--- src/rtl/ppu_scroll_regs.sv ---
// PPU VRAM address state: current address v, home address t, fine X.
// Applies CPU reloads/increments and renderer scroll increments/copies.
//
// Ports:
//   clk, rst_n         dot clock, async active-low reset
//   x_i, y_i           current dot / scanline
//   render_en_i        background or sprite rendering enabled
//   home_addr_i/_we_i  new t value and its write strobe
//   reset_to_home_i    load v from home_addr_i
//   inc_1_i, inc_32_i  CPU PPUDATA access steps
//   fine_x_i/_we_i     new fine X and its write strobe
//   home_addr_o        t
//   vram_addr_o        v
//   fine_x_o           fine X
//   nt_addr_o          nametable byte address
//   at_addr_o          attribute byte address
//   attr_sel_o         attribute quadrant select
module ppu_scroll_regs (
    input  logic        clk,
    input  logic        rst_n,
    input  logic [8:0]  x_i,
    input  logic [8:0]  y_i,
    input  logic        render_en_i,
    input  logic [14:0] home_addr_i,
    input  logic        home_addr_we_i,
    input  logic        reset_to_home_i,
    input  logic        inc_1_i,
    input  logic        inc_32_i,
    input  logic [2:0]  fine_x_i,
    input  logic        fine_x_we_i,
    output logic [14:0] home_addr_o,
    output logic [14:0] vram_addr_o,
    output logic [2:0]  fine_x_o,
    output logic [13:0] nt_addr_o,
    output logic [13:0] at_addr_o,
    output logic [1:0]  attr_sel_o
);

    logic [14:0] t;
    logic [14:0] v;
    logic [14:0] v_nxt;
    logic [2:0]  fx;

    logic active;
    logic inc_any;
    logic tile_dot;
    logic vert_copy;

    // Coarse X step; wrapping past 31 flips the horizontal nametable.
    function automatic logic [14:0] cx(input logic [14:0] a);
        logic [14:0] r;
        r = a;
        if (a[4:0] == 5'd31) begin
            r[4:0] = 5'd0;
            r[10]  = ~a[10];
        end else begin
            r[4:0] = a[4:0] + 5'd1;
        end
        return r;
    endfunction

    // Y step; row 29 is the last visible tile row and flips the vertical
    // nametable, rows 30/31 hold attributes and wrap without a flip.
    function automatic logic [14:0] yi(input logic [14:0] a);
        logic [14:0] r;
        r = a;
        if (a[14:12] != 3'd7) begin
            r[14:12] = a[14:12] + 3'd1;
        end else begin
            r[14:12] = 3'd0;
            if (a[9:5] == 5'd29) begin
                r[9:5] = 5'd0;
                r[11]  = ~a[11];
            end else if (a[9:5] == 5'd31) begin
                r[9:5] = 5'd0;
            end else begin
                r[9:5] = a[9:5] + 5'd1;
            end
        end
        return r;
    endfunction

    assign active  = render_en_i && ((y_i < 9'd240) || (y_i == 9'd261));
    assign inc_any = inc_1_i || inc_32_i;

    // Tile fetch boundaries: 8..248 and the two prefetch tiles 328/336.
    assign tile_dot = (x_i[2:0] == 3'd0) &&
                      (((x_i >= 9'd8) && (x_i <= 9'd248)) ||
                       (x_i == 9'd328) || (x_i == 9'd336));

    assign vert_copy = render_en_i && (y_i == 9'd261) &&
                       (x_i >= 9'd280) && (x_i <= 9'd304);

    always_comb begin
        v_nxt = v;
        if (reset_to_home_i) begin
            v_nxt = home_addr_i;
        end else if (inc_any && !active) begin
            v_nxt = inc_32_i ? (v + 15'd32) : (v + 15'd1);
        end else if (inc_any) begin
            // CPU access while rendering glitches both scroll counters.
            v_nxt = yi(cx(v));
        end else if (active && (x_i == 9'd256)) begin
            v_nxt = yi(cx(v));
        end else if (active && tile_dot) begin
            v_nxt = cx(v);
        end else if (active && (x_i == 9'd257)) begin
            v_nxt[10]  = t[10];
            v_nxt[4:0] = t[4:0];
        end else if (vert_copy) begin
            v_nxt[14:11] = t[14:11];
            v_nxt[9:5]   = t[9:5];
        end
    end

    always_ff @(posedge clk or negedge rst_n) begin
        if (!rst_n) begin
            t  <= 15'd0;
            v  <= 15'd0;
            fx <= 3'd0;
        end else begin
            if (home_addr_we_i) t <= home_addr_i;
            if (fine_x_we_i) fx <= fine_x_i;
            v <= v_nxt;
        end
    end

    assign home_addr_o = t;
    assign vram_addr_o = v;
    assign fine_x_o    = fx;
    assign nt_addr_o   = {2'b10, v[11:0]};
    assign at_addr_o   = {2'b10, v[11:10], 4'b1111, v[9:7], v[4:2]};
    assign attr_sel_o  = {v[6], v[1]};

endmodule
--- config.mk ---
export PLATFORM = sky130hd
export DESIGN_NAME = ppu_scroll_regs
export DESIGN_NICKNAME = d
export VERILOG_FILES = /design/src/rtl/ppu_scroll_regs.sv
export SDC_FILE = /design/constraint.sdc
export NUM_CORES = 1
export LEC_CHECK = 0
export ABC_CLOCK_PERIOD_IN_PS = 3600
export BUFFER_PORTS_ARGS = -buffer_cell sky130_fd_sc_hd__buf_2
export CORE_ASPECT_RATIO = 0.9
export CORE_MARGIN = 1.5
export CORE_UTILIZATION = 44
export DETAILED_ROUTE_END_ITERATION = 8
export GPL_ROUTABILITY_DRIVEN = 0
export MAX_ROUTING_LAYER = met4
export PLACE_DENSITY = 0.73
export SLEW_MARGIN = 20
export SYNTH_ARGS = -nofsm -noshare
export SYNTH_HDL_FRONTEND = slang
export SYNTH_SLANG_ARGS = --single-unit
--- constraint.sdc ---
create_clock -name clk -period 3.6 [get_ports clk]
set_clock_uncertainty 0.15 [all_clocks]
set_input_delay 0.54 -clock clk [delete_from_list [all_inputs] [get_ports clk]]
set_output_delay 0.54 -clock clk [all_outputs]
set_load 0.02 [all_outputs]
==> metrics.md <==
| Metric | Value |
|---|---|
| Maximum number of pins on one net before global-route repair | 34 |
| Pint | 732.2 µW |
| ANT nets after route | 0 |
| Clk buf depth | 2 |
| Post-synth EDFFs | 0 |
| Final hold viol count | 0 |
| CORE AREA | approximately 6000 µm² |
| Share of cells above drive strength 1 | 0.3624 |
| CTS tree | done |
| Post-Syn Area | roughly 2700 µm² |
| Slowest cell on crit path | or3b_2 |
| Vias | 2597 |
| Synth warnings | 0 |
| Max Slew Vio Count | 0 |
| Num CTS Buffers | 5 |
| CTS Root Cell | clkbuf_8 |
| Antenna violations before repair | 0 |
| Htree depth | 2 |
| Setup TNS Final | 0 ns |
| Cell repeated most along the worst path | ha_1 |
| Crit start category | register |
| Sw Ratio | 0.4045 |
| Post-route DRC | 0 |
| PD cells | 389.2 nW/µm² |
| Die Area | about 6700 µm² |
| Sequential share of the synthesized area | 0.3021 |
| Routed vias/inst | 5.771 |
| Synth Flop Type | dfrtp_1 |
| Layout area overhead | 15.56% |
| Starting density of the core | 0.4521 |
| Met1 Usage GRT | 0.2996 |
| CP required | between 3 and 4 ns |
| Die Y | between 70 and 80 µm |
| Gr busiest metal | met2 |
| Wire per inst | around 15 µm |
| I/O pins | between 100 and 150 |
| Leading cell types in the layout, fill and taps excluded | 98 x buf_2, 33 x dfrtp_1, 24 x nand2_1, 18 x mux2_2 |
| Met3 GRT Util | 0.04255 |
| Fmax | 359.1 MHz |
| Worst-margin pin slew | 0.7456 ns |
| Critical path class | register to register |
| Peak VDD IR | roughly 0.23 mV |
| Flop and latch count out of synthesis | 33 |
| Cts-stage hold buffer count | 0 |
| # port buffers | 98 |
| Routed WL | around 6.9 mm |
| Global route overflow | 0 |
| Utilization after layout | 0.5225 |
| Overall Global Routing Usage | 0.2186 |
| Clock share of power | 0.230 |
| Clock sink count | 33 |
| DR iter-0 viols | 163 |
| Setup bufs post-CTS | 0 |
| Mapped Cells | just over 300 |
| Worst-path fanout max | 9 |
| Post-CTS sizing | 0 |
| Reg clk slew, reported paths | approximately 0.07 ns |
| Async set-or-reset flop fraction in the synthesized netlist | 1.000 |
| Post-synth cell types | 65 |
| Vias in the first global route | 2320 |
| Critical Path Sink Type | register |
| Comb power frac | 0.379 |
| Fin crit share | 0.7734 |
| GR Util met2 | 0.3339 |
| Final number of setup-violating endpoints | 0 |
| Dpl hpwl | around 5.3 mm |
| Die X-Extent | between 80 and 90 µm |
| Slew margin rel. | 0.5030 |
| Global-route wire length before repair | about 11 mm |
| ANT cells | 0 |
| Status | completed |
| Crit path time final | roughly 2.8 ns |
| Psw | a little under 500 µW |
| Final nets | approximately 430 |
| Crit-path cells | ha_1, nand3_1, inv_1, ha_1, or3b_2, o311ai_0, mux2_1, a31o_1 |
| Core Rows | 27 |
| Clock Latency Late Sink | 0.29 ns |
| Leakage power | approximately 0.0015 µW |
| Commonest non-fill, non-tap cell in the layout | buf_2 |
| TritonRoute pass-1 iters | 4 |
| CP arrival | 2.87 ns |
| Synth Area per Inst | between 8 and 9 µm² |
| Hold Crit Class | input pin to asynchronous set/reset pin |
| Max Cap Violations | 0 |
| RSZ-0062 raised after global routing | false |
| Seq pwr share | 0.391 |
| CP max stage delay | around 0.54 ns |
-- sequential cells by signal, summed over array words and instances (netlist names) --
register	count
fine_x_o	3
home_addr_o	15
vram_addr_o	15
-- critical path: cells and delay by family (launching register included) --
family                   cells  cell delay (ns)
buffers and inverters        1             0.07
adder cells (fa/ha/maj)      2             0.50
multiplexers                 1             0.20
AO/OA/AOI/OAI                2             0.56
flip-flops                   1             0.52
AND/OR/NAND/NOR              2             0.73
-- layout make-up --
class	count	area, µm²
Fill cell	584	2888
Clock buffer	5	68.82
Sequential cell	33	825.8
Timing Repair Buffer	100	505.5
Clock inverter	3	17.52
Tap cell	72	90.09
Inverter	13	48.80
Multi-Input combinational cell	224	1603
-- cell usage after synthesis (4+ instances only) --
master | instances | share of area
mux2i_1 | 4 | 0.015
a31oi_1 | 4 | 0.0092
inv_1 | 13 | 0.018
clkbuf_1 | 10 | 0.014
nor2b_1 | 10 | 0.023
o22ai_1 | 4 | 0.0092
nor2_1 | 13 | 0.018
o21ai_1 | 5 | 0.0092
and3_1 | 5 | 0.011
o21ai_0 | 6 | 0.011
mux2_2 | 18 | 0.074
a21oi_1 | 8 | 0.015
dfrtp_1 | 33 | 0.30
nand2_1 | 24 | 0.033
xnor2_1 | 10 | 0.032
a22oi_1 | 4 | 0.011
a221oi_1 | 7 | 0.022
ha_1 | 7 | 0.032
nand3_1 | 9 | 0.016
nor3_1 | 9 | 0.016
buf_4 | 30 | 0.082
a211o_1 | 4 | 0.013
-- through the flow --
| stage | worst slack (ns) | total power (µW) | cell area, µm² | std cells | hold WS (ns) |
|---|---|---|---|---|---|
| floorplan | 0.8935 | 839.4 | 2756 | 312 | 0.09441 |
| global placement | 0.7558 | 945.2 | 3073 | 442 | 0.3331 |
| detailed placement | 0.7077 | 952.4 | 3073 | 442 | 0.3394 |
| CTS | 0.8719 | 1234 | 3159 | 450 | 0.1963 |
| global route | 0.6848 | 1300 | 3159 | 450 | 0.2274 |
| finish | 0.8156 | 1229 | 3159 | 450 | 0.1600 |
-- final timing paths --
kind,start,end,slack [ns],depth (start not counted)
worst max register to register,vram_addr_o[5]$_DFFE_PN0P_,vram_addr_o[7]$_DFFE_PN0P_,0.82,8
max in group asynchronous,rst_n,vram_addr_o[8]$_DFFE_PN0P_,2.66,1
worst min-delay path,rst_n,home_addr_o[4]$_DFFE_PN0P_,0.16,1
worst max-delay path,vram_addr_o[5]$_DFFE_PN0P_,vram_addr_o[7]$_DFFE_PN0P_,0.82,8
min in group clk,fine_x_i[1],fine_x_o[1]$_DFFE_PN0P_,0.33,2
worst min register to register,fine_x_o[1]$_DFFE_PN0P_,fine_x_o[1]$_DFFE_PN0P_,0.35,1
-- logic make-up after synthesis --
group	count (synthesis)	share of synthesized area
and+or+nand+nor	99	0.1995
DFF	33	0.3021
AOI/OAI and AO/OA	76	0.2156
other	2	0.002747
buffers and inverters	55	0.1199
xor gates and xnor gates	11	0.03524
adders and majority gates	7	0.03204
muxes	23	0.09290
-- power by group through the flow --
stage               logic (µW)  clock network (µW)  registers [µW]
finish                     466                 283             481
global route               507                 305             488
CTS                        467                 287             480
detailed placement         465                   0             487
global placement           461                   0             484
floorplan                  313                   0             527
-- metal layers --
| metal | vias to the layer above | wire [µm] |
|---|---|---|
| met5 | - | 0 |
| met2 | 130 | 3105 |
| met4 | 0 | 53 |
| li1 | 1240 | - |
| met1 | 1219 | 3202 |
| met3 | 8 | 563 |
(Power assumes the default switching activity.)
